### config.mk
export PLATFORM = sky130hd
export DESIGN_NAME = moonbase_bus_responder
export DESIGN_NICKNAME = d
export VERILOG_FILES = /design/src/rtl/moonbase_bus_responder.sv
export SDC_FILE = /design/constraint.sdc
export NUM_CORES = 1
export LEC_CHECK = 0
export CORE_MARGIN = 2
export CORE_UTILIZATION = 55
export CTS_CLUSTER_SIZE = 30
export DETAILED_ROUTE_END_ITERATION = 6
export MAX_ROUTING_LAYER = met4
export PLACE_DENSITY = 0.75
export SLEW_MARGIN = 15
export SYNTH_ARGS = -nofsm -noshare
export SYNTH_HDL_FRONTEND = slang
export SYNTH_SLANG_ARGS = --single-unit
### constraint.sdc
create_clock -name clk -period 2.75 [get_ports clk]
set_input_delay 0.275 -clock clk [delete_from_list [all_inputs] [get_ports clk]]
set_output_delay 0.275 -clock clk [all_outputs]
set_load 0.005 [all_outputs]
### src/rtl/moonbase_bus_responder.sv
// Memory-side responder for the moonbase_cpu_4bit multiplexed nibble bus: address latch, 128x4 store, output-strobe capture FIFO.
// Latency: reads are combinational (zero cycles); writes and FIFO pushes take effect on the next rising edge.
// Backpressure: the CPU is never stalled; a strobe arriving while the FIFO is full (and not popping) is dropped and sets out_ovf.
//
// Ports:
//   clk, rst                          - system clock, asynchronous active-high reset
//   bus_in[7:0]                       - CPU io_out: [7]=address phase, [6:0]=address; in data phase
//                                       [3:0]=data, [4]=output strobe (high), [5]=write strobe (low)
//   rdata[3:0]                        - read nibble back to the CPU (combinational)
//   load_en, load_addr, load_data     - host preload write port (wins over a same-cycle CPU write)
//   out_data, out_valid, out_ready    - captured-nibble FIFO, valid/ready pop
//   out_ovf                           - sticky: a captured nibble was dropped
//   wp_err                            - sticky write-protect violation
//
// Optional feature macro: RESP_WRPROT_EN -- CPU writes below PROT_LIMIT are suppressed and flag wp_err.
// Without it, every CPU write commits and wp_err is tied low.

module moonbase_bus_responder #(
    parameter int             AW         = 7,
    parameter int             FIFO_DEPTH = 4,
    parameter logic [AW-1:0]  PROT_LIMIT = 7'h60
) (
    input  logic          clk,
    input  logic          rst,
    input  logic [7:0]    bus_in,
    output logic [3:0]    rdata,
    input  logic          load_en,
    input  logic [AW-1:0] load_addr,
    input  logic [3:0]    load_data,
    output logic [3:0]    out_data,
    output logic          out_valid,
    input  logic          out_ready,
    output logic          out_ovf,
    output logic          wp_err
);

    localparam int PW = $clog2(FIFO_DEPTH);

    // Storage (deliberately not reset: program contents survive a mid-run reset)
    logic [3:0]    mem      [0:(1<<AW)-1];
    logic [3:0]    fifo_mem [0:FIFO_DEPTH-1];

    logic [AW-1:0] addr_q;
    logic          wr_prev_q;
    logic          os_prev_q;
    logic [PW:0]   wr_ptr_q;
    logic [PW:0]   rd_ptr_q;
    logic          out_ovf_q;

    logic [AW-1:0] addr_eff;
    logic          wr_now;
    logic          os_now;
    logic          cpu_wr_try;
    logic          cpu_wr_commit;
    logic [PW:0]   fifo_cnt;
    logic          fifo_empty;
    logic          fifo_full;
    logic          pop;
    logic          push_req;
    logic          push;
    logic          drop;

    // Transparent-latch equivalent: the address is visible in the same cycle it is driven.
    assign addr_eff = bus_in[7] ? bus_in[AW-1:0] : addr_q;
    assign rdata    = mem[addr_eff];

    // Strobes only count in the data phase, so an address phase ends a held strobe.
    assign wr_now   = !bus_in[7] && !bus_in[5];
    assign os_now   = !bus_in[7] &&  bus_in[4];

    // One commit per strobe assertion; preload takes the store port in a clash.
    assign cpu_wr_try = wr_now && !wr_prev_q && !load_en && !rst;

`ifdef RESP_WRPROT_EN
    logic prot_hit;
    logic wp_err_q;

    assign prot_hit      = cpu_wr_try && (addr_q < PROT_LIMIT);
    assign cpu_wr_commit = cpu_wr_try && !prot_hit;
    assign wp_err        = wp_err_q;

    always_ff @(posedge clk or posedge rst) begin
        if (rst) begin
            wp_err_q <= 1'b0;
        end else if (prot_hit) begin
            wp_err_q <= 1'b1;
        end
    end
`else
    // PROT_LIMIT stays on the interface so both builds share one parameter list.
    logic unused_prot_limit;

    assign unused_prot_limit = ^PROT_LIMIT;
    assign cpu_wr_commit     = cpu_wr_try;
    assign wp_err            = 1'b0;
`endif

    // FIFO bookkeeping: pointers carry one wrap bit so full and empty are distinguishable.
    assign fifo_cnt   = wr_ptr_q - rd_ptr_q;
    assign fifo_empty = (fifo_cnt == '0);
    assign fifo_full  = (fifo_cnt == (PW+1)'(FIFO_DEPTH));
    assign out_valid  = !fifo_empty;
    assign out_data   = fifo_empty ? 4'h0 : fifo_mem[rd_ptr_q[PW-1:0]];
    assign out_ovf    = out_ovf_q;

    assign pop      = out_valid && out_ready;
    assign push_req = os_now && !os_prev_q && !rst;
    // A pop in the same cycle frees the slot, so a full FIFO can still accept.
    assign push     = push_req && (!fifo_full || pop);
    assign drop     = push_req && fifo_full && !pop;

    always_ff @(posedge clk) begin
        if (load_en) begin
            mem[load_addr] <= load_data;
        end else if (cpu_wr_commit) begin
            mem[addr_q] <= bus_in[3:0];
        end
        if (push) begin
            fifo_mem[wr_ptr_q[PW-1:0]] <= bus_in[3:0];
        end
    end

    always_ff @(posedge clk or posedge rst) begin
        if (rst) begin
            addr_q    <= '0;
            wr_prev_q <= 1'b0;
            os_prev_q <= 1'b0;
            wr_ptr_q  <= '0;
            rd_ptr_q  <= '0;
            out_ovf_q <= 1'b0;
        end else begin
            if (bus_in[7]) begin
                addr_q <= bus_in[AW-1:0];
            end
            wr_prev_q <= wr_now;
            os_prev_q <= os_now;
            if (push) begin
                wr_ptr_q <= wr_ptr_q + 1'b1;
            end
            if (pop) begin
                rd_ptr_q <= rd_ptr_q + 1'b1;
            end
            if (drop) begin
                out_ovf_q <= 1'b1;
            end
        end
    end

endmodule

Word level (Yosys, flattened, before mapping)
Memories as Yosys holds them, arrays and structs flattened.
Cells that the tools add are included.

word-level totals
  register bits = 16
  memory bits (writable) = 528
  input bits = 23
  output and inout bits = 11
  word-level logic and storage cells = 47
  memories kept = 2

memory list
  memory    depth  bits a word  read ports  clocked after memory_dff  write ports  RTL line  RTL
  mem       128    4            1           0                         1            40        logic [3:0] mem [0:(1<<AW)-1];
  fifo_mem  4      4            1           0                         1            41        logic [3:0] fifo_mem [0:FIFO_DEPTH-1];

cells by class
  $add $sub $neg = 3
  equality and inequality tests = 1
  mux-type cells = 12
  reductions and logical operators = 23

operators by type and width
  kind                 number
  $mux 7               2
  $logic_and 1x1->1    11
  $logic_not 1->1      9
  $mux 1               8
  $mux 4               2
  $add 3x1->3 const B  2
  $reduce_or 4->1      1
  $eq 3x3->1 const B   1
  $logic_not 3->1      1
  $sub 3x3->3          1
  $logic_or 1x1->1     1

Longest topological paths before layout
Gate-level depths: netlist (run 1).

  depth in word-level cells = 10
  depth in mapped cells = 12
  mapped depth without buffers = 8

Worst setup path before layout (run 1)
Ideal clock, no wire load.

  path kind = in2reg
  start point = in bus_in[7]
  end point = mem mem[0][0], data pin
  setup time = 0.378 ns
  arrival = 2.362 ns
  path slack = 0.011 ns
  cell stages on the path = 6
  buffers on the path = 3
  path through = buf_6 -> or4_4 -> nor2_4 -> buf_4 -> buf_4 -> mux2_2

between the ends
  word-level cells in the longest chain between the ends = 10

RTL lines
  what                             RTL line  RTL
  start, declared                  25        input logic [7:0] bus_in,
  $logic_not 1->1                  68        assign wr_now = !bus_in[7] && !bus_in[5];
  $logic_and 1x1->1                68
  $logic_and 1x1->1 (3 in series)  72        assign cpu_wr_try = wr_now && !wr_prev_q && !load_en && !rst;
  $mux 1                           115       end else if (cpu_wr_commit) begin
  $mux 1                           113       if (load_en) begin
  $mux 1 (implied by the code)     116       mem[addr_q] <= bus_in[3:0];
  $reduce_or 4->1 (no line)        -
  $mux 4 (no line)                 -
  end, declared                    40

No other way between the ends.

Worst setup path after layout (run 1)
  start point = reg addr_q[0]
  end point = out rdata[3]

between the ends
  word-level cells in the longest chain between the ends = 2

RTL lines
  what                    RTL line  RTL
  start, declared         43        logic [AW-1:0] addr_q;
  start signal, assigned  133       addr_q <= bus_in[AW-1:0];
  $mux 7                  -
  $mem_v2 128x4           -
  end, declared           26        output logic [3:0] rdata,

No other way between the ends.

==> impl_metrics.yaml, run 1 <==
outcome:
  status: "finished, violations left"
  violations: "setup timing"
run:
  cap_viol_max_count: 0
finish:
  drive_gt1_frac: 0.269
  diodes: 0
  syn_to_final_growth_pct: 23.9
  fin_util: 0.686
  instances_no_fill: 2436
  nets: 1891
critical_path:
  cp-start-kind: "register"
  cp_slowest_stage_delay_ps: 390
  setup.worst_path.end_class: "output pin"
  required_ps: 2480
  critPathMaxFanout: 16
  path_cells: "mux2i_4, buf_12, inv_8, buf_12, buf_4, nand2_1, a21oi_1, a2111oi_2, nor3_1, nor2_2, a221oi_2, buf_2"
  cp.arrival_ps: 3230
  worstSetupPathType: "register to output pin"
  cp_slowest_cell: "dfrtp_1"
  cpMostUsedCell: "buf_12"
clock_network:
  cts_buffer_depth: 3
  cts_hold_buf: 0
  root_buffer: "clkbuf_16"
  clock_sinks: 544
  clock_latency_ps: 620
  cts_max_level: 2
  path_clk_slew_ps: 60
  cts_tree: "yes"
  cts_buffers: 54
die:
  die_area_mm2: 0.0424
  ios: 34
  start_util: 0.553
  die_h_um: 206
  core-area_mm2: 0.0406
  die_x_um: 206
  rows: 74
sta:
  worst_slack_ps: -751
  slew_viol_final: 0
  fmax_mhz: 286
  hold_viol: 0
  fin_crit_sh: 1.27
  final.setup_skew_ps: 33.9
  worstMarginPinSlew_ps: 743
  rsz0062_at_grt: "yes"
  maxSlewHeadroom: 0.504
  finalSetupViolCount: 4
  fin_crit_ps: 3500
place:
  place_hpwl_um: 39000
  gp_congestion: 0.965
  dp_cells: 2319
  pre_cts_ws_ps: -1320
  io_buffers: 32
drt:
  num_vias: 15040
  drc: 0
  totalWireLength_um: 61300
  ant_nets: 0
  routedWlPerCell_um: 25.2
  drtPass1Iterations: 5
  viasPerCell: 6.17
  drt_iter0_markers: 1962
power_and_ir_drop:
  power_density_mw_per_mm2: 697
  p_sw_frac: 0.245
  p_clk_frac: 0.367
  vdd.ir_drop.worst_mv: 0.513
  power.share.sequential: 0.480
  p_comb_frac: 0.153
  p_switching_mw: 4.75
  finalPower_mw: 19.4
  internal_power_mw: 14.6
  power_leakage_nw: 9.89
yosys:
  yosysMostFrequentCell: "edfxtp_1"
  synth_edf_count: 528
  syn_inst: 1591
  synth_area_mm2: 0.0224
  synth_top_area_cell: "edfxtp_1"
  synth_commonest_cells: "edfxtp_1, nand2_1, nor2_1"
  synth.ff_latch_count: 544
  yosys_warnings: 0
  async_flop_share: 0.0294
  ys_seq_area_frac: 0.724
  synthFlopType: "edfxtp_1"
  synthesis.nets: 1621
  ys_types: 57
  yosys-top-cells-area: "edfxtp_1, mux2i_1, nand2_1, nand3_1, mux4_2"
  avgSynthCellArea_um2: 14.1
  yosys.area.top_type_share: 0.706
global_routing:
  antenna_found_initial: 0
  track_usage: 0.304
  grt_first_pass_wirelength_um: 92000
  grt.overflow.total: 0
  grt_pass1_vias: 15169
  grt_max_degree: 62
min_path:
  min_path_type: "input port to register"
## final cells by class
class	count	area (µm²)
fill	2624	12700
multi-input combinational	936	6140
inverter	17	71.3
tap	532	666
clock buffer	74	1490
sequential	544	16300
clock inverter	25	204
timing repair buffer	308	2980
## worst max-delay path, delay by kind of cell (launching register included)
kind	cells	cell delay [ps]
AO/OA/AOI/OAI	3	740
buffers and inverters	5	870
flip-flops	1	390
multiplexers	1	100
AND/OR/NAND/NOR	3	490
## through the flow
step,setup TNS (ps),hold WS [ps],instance area [µm²]
final,-2790,313,27800
after detailed placement,-545460,454,25300
after global routing,-3360,317,27800
after floorplan,0,189,22400
after global placement,-502510,447,25300
after CTS,-2780,289,27600
## what timing repair did
| item | CTS | global route |
|---|---|---|
| resized for setup | 90 | 62 |
| pin swaps | 22 | 7 |
| gates cloned | 5 | 0 |
| setup endpoints to repair | 517 | 368 |
| hold endpoints to repair | 0 | 0 |
| setup buffers | 8 | 6 |
## power by group through the flow
stage          combinational, mW  sequential (mW)  clock [mW]
4_1_cts                     2.83             9.30        7.16
6_report                    2.97             9.29        7.11
2_1_floorplan               1.35             9.46           0
3_3_place_gp                2.46             9.48           0
5_1_grt                     3.13             9.30        7.48
3_5_place_dp                2.53             9.49           0
## flip-flops by register name, summed over array words and instances, names as in the netlist
name and flops:
addr_q 7, os_prev_q 1, rd_ptr_q 3, mem 512, fifo_mem 16, wr_ptr_q 3
wr_prev_q 1, out_ovf 1
## cells in the final DEF (no fill, tap or decap), types with 8 or more instances in the layout
| cell type | count |
|---|---|
| nand2b_1 | 11 |
| o21ai_0 | 9 |
| dfrtp_1 | 14 |
| a21oi_1 | 47 |
| clkinv_1 | 13 |
| clkdlybuf4s50_1 | 25 |
| mux2i_2 | 8 |
| buf_12 | 32 |
| inv_1 | 14 |
| o22ai_1 | 32 |
| nor4_1 | 9 |
| nand2_1 | 272 |
| clkbuf_1 | 16 |
| buf_4 | 230 |
| edfxtp_1 | 528 |
| mux4_2 | 26 |
| clkinv_2 | 8 |
| mux2i_1 | 99 |
| and2_1 | 8 |
| nor2_2 | 59 |
| nor2_1 | 89 |
| nor3_1 | 16 |
| nand3_1 | 126 |
| clkbuf_16 | 56 |
## kinds of logic (layout without fill, tap and decap cells)
| family | count (synthesis) | in the layout | synth area share |
|---|---|---|---|
| AOI/OAI and AO/OA | 151 | 151 | 0.0427 |
| xor gates and xnor gates | 6 | 6 | 0.00234 |
| adders and majority gates | 7 | 7 | 0.00390 |
| buffers and inverters | 111 | 424 | 0.0252 |
| DFF | 544 | 544 | 0.724 |
| muxes | 145 | 145 | 0.0800 |
| other | 1 | 1 | 0.000167 |
| and+or+nand+nor | 626 | 626 | 0.121 |
## worst paths after layout
| path | endpoint | cells past startpoint | startpoint | slack, ps |
|---|---|---|---|---|
| max in group asynchronous | rd_ptr_q[1]$_DFFE_PP0P_ | 3 | rst | 1890 |
| hold / removal | wr_prev_q$_DFF_PP0_ | 2 | bus_in[5] | 310 |
| setup reg to reg | mem[14][0]$_DFFE_PP_ | 7 | wr_prev_q$_DFF_PP0_ | 370 |
| setup / recovery | rdata[3] | 12 | addr_q[0]$_DFF_PP0_ | -750 |
| min in group asynchronous | addr_q[6]$_DFF_PP0_ | 3 | rst | 340 |
| hold reg to reg | out_ovf$_DFFE_PP0P_ | 1 | out_ovf$_DFFE_PP0P_ | 470 |
## metal layers
metal / global-route usage / part of all wire
met1: 0.398 / 0.38
met4: 0.119 / 0.040
met3: 0.0541 / 0.099
met2: 0.477 / 0.48
met5: - / 0
Power figures use the tool's default switching activity.
==> run 2: changes to the inputs <==
ABC_AREA = 1   (was default)
==> impl_metrics.yaml, run 2 <==
outcome:
  status: "finished, violations left"
  violations: "setup timing"
sta:
  maxSlewHeadroom: 0.535
  hold_viol: 0
  finalSetupViolCount: 4
  rsz0062_at_grt: "yes"
  worstMarginPinSlew_ps: 697
  slew_viol_final: 0
  fmax_mhz: 334
  fin_setup_tns_ps: -910
  fin_crit_ps: 2990
  final.setup_skew_ps: 19.9
  fin_crit_sh: 1.09
  worst_slack_ps: -242
drt:
  viasPerCell: 5.86
  routedWlPerCell_um: 22.0
  totalWireLength_um: 74600
  num_vias: 19919
  drt_iter0_markers: 3268
  drtPass1Iterations: 6
  ant_nets: 0
  drc: 0
global_routing:
  grt_pass1_vias: 19875
  grt_max_degree: 71
  grt.overflow.total: 0
  track_usage: 0.324
  grt_first_pass_wirelength_um: 112000
  antenna_found_initial: 0
place:
  place_hpwl_um: 39000
  gp_congestion: 0.925
  io_buffers: 32
  pre_cts_ws_ps: -611
die:
  rows: 77
  core-area_mm2: 0.0442
  start_util: 0.557
  die_h_um: 216
  die_area_mm2: 0.0465
  ios: 34
  die_x_um: 216
critical_path:
  cp-start-kind: "input port"
  path_cells: "clkdlybuf4s50_1, inv_1, nand2_4, nand2_8, buf_12, buf_8, buf_4, nand2_2, nand3_2, nand3_2, nand3_2, nand3_4, nand3_4, nand2_4, nand2_2, nand2_2, buf_2"
  required_ps: 2480
  setup.worst_path.end_class: "output pin"
  worstSetupPathType: "input port to output pin"
  cp_slowest_cell: "clkdlybuf4s50_1"
  cp_slowest_stage_delay_ps: 610
  critPathMaxFanout: 6
  cp.arrival_ps: 2720
clock_network:
  cts_tree: "yes"
  clock_latency_ps: 610
  root_buffer: "clkbuf_16"
  path_clk_slew_ps: 70
  cts_buffer_depth: 3
  clock_sinks: 544
  cts_buffers: 53
  cts_max_level: 2
finish:
  layout_commonest_cell: "edfxtp_1"
  largest_register_ffs: 512
  top_register: "mem"
  seq_area_mm2: 0.0163
  syn_to_final_growth_pct: 28.6
  diodes: 0
  fill_cells: 2619
  nets: 2793
  multiInputGateArea_mm2: 0.00695
  drive_gt1_frac: 0.216
  mostFrequentLayoutCells: "edfxtp_1, nand2_1, inv_1, nand3_1, buf_4"
yosys:
  synth_edf_count: 528
  yosys.area.top_type_share: 0.644
  synthesis.nets: 2510
  synth.ff_latch_count: 544
  ys_seq_area_frac: 0.660
  yosys-top-cells-area: "edfxtp_1, nand3_1, nand2_1, inv_1, nor2_1"
  synth_area_mm2: 0.0246
  yosysMostFrequentCell: "nand2_1"
  ys_types: 33
  async_flop_share: 0.0294
  synthFlopType: "edfxtp_1"
  synth_commonest_cells: "nand2_1, edfxtp_1, nand3_1"
  avgSynthCellArea_um2: 9.93
  synth_top_area_cell: "edfxtp_1"
  yosys_warnings: 0
  syn_inst: 2480
power_and_ir_drop:
  power_leakage_nw: 13.6
  vdd.ir_drop.worst_mv: 0.627
  power_density_mw_per_mm2: 653
  finalPower_mw: 20.7
min_path:
  min_path_type: "input port to asynchronous set/reset pin"
run:
  cap_viol_max_count: 0
[run 2: kinds of logic (layout without fill, tap and decap cells)]
kind of cell,count (synthesis),after routing,synth area share
simple gates,1270,1272,0.228
buf+inv,619,943,0.0987
flops,544,544,0.660
compound gates,33,33,0.00797
fa+ha+maj,7,7,0.00355
xor+xnor,6,6,0.00213
other cells,1,1,0.000152
[run 2: layer usage]
| layer | vias up | track usage | routed length (µm) | part of all wire |
|---|---|---|---|---|
| li1 | 8621 | - | - | - |
| met1 | 9420 | 0.405 | 26100 | 0.35 |
| met2 | 1504 | 0.504 | 34900 | 0.47 |
| met3 | 374 | 0.0647 | 9010 | 0.12 |
| met4 | 0 | 0.170 | 4530 | 0.061 |
| met5 | - | - | 0 | 0 |
[run 2: what timing repair did]
item,in CTS,in global routing
hold buffers,0,0
endpoints found under the setup margin,9,13
hold endpoints to repair,0,0
pin swaps,71,18
setup buffers,33,5
gates resized for setup,209,43
cloned,25,2
[run 2: cell type report]
type                       count  area share
clock buffer                  59      0.0432
clock inverter                39      0.0136
inverter                     494      0.0586
multi-input combinational   1319       0.219
sequential                   544       0.513
tap                          592      0.0234
timing repair buffer         351       0.129
[run 2: metrics by stage]
| step | hold slack, ps | area [µm²] | util | cells |
|---|---|---|---|---|
| 6_report | 254 | 31700 | 0.716 | 3398 |
| 5_1_grt | 283 | 31700 | 0.716 | 3398 |
| 4_1_cts | 206 | 31400 | 0.710 | 3392 |
| 2_1_floorplan | 189 | 24700 | - | 2480 |
| 3_3_place_gp | 456 | 27800 | 0.628 | 3238 |
| 3_5_place_dp | 471 | 27800 | 0.628 | 3238 |
[run 2: path summary, 6_finish.rpt]
check,from,to,slack (ps),cells after the start
max,bus_in[0],rdata[2],-240,17
min,rst,out_ovf$_DFFE_PP0P_,250,3
min reg2reg,rd_ptr_q[2]$_DFFE_PP0P_,rd_ptr_q[2]$_DFFE_PP0P_,490,1
max reg2reg,wr_prev_q$_DFF_PP0_,mem[97][2]$_DFFE_PP_,170,11
min in group clk,bus_in[7],wr_prev_q$_DFF_PP0_,270,3
max in group asynchronous,rst,addr_q[1]$_DFF_PP0_,2000,3
[run 2: worst max-delay path, delay by kind of cell]
kind	cells	cell delay (ps)
buf+inv	6	1320
simple gates	11	1090
[run 2: where the power goes]
part	total [mW]	leakage, nW	switching [mW]	internal [mW]
clock network	7.56	0.892	3.13	4.43
logic	3.84	7.72	2.25	1.58
registers	9.28	4.94	0.0596	9.22
total	20.7	13.6	5.44	15.2
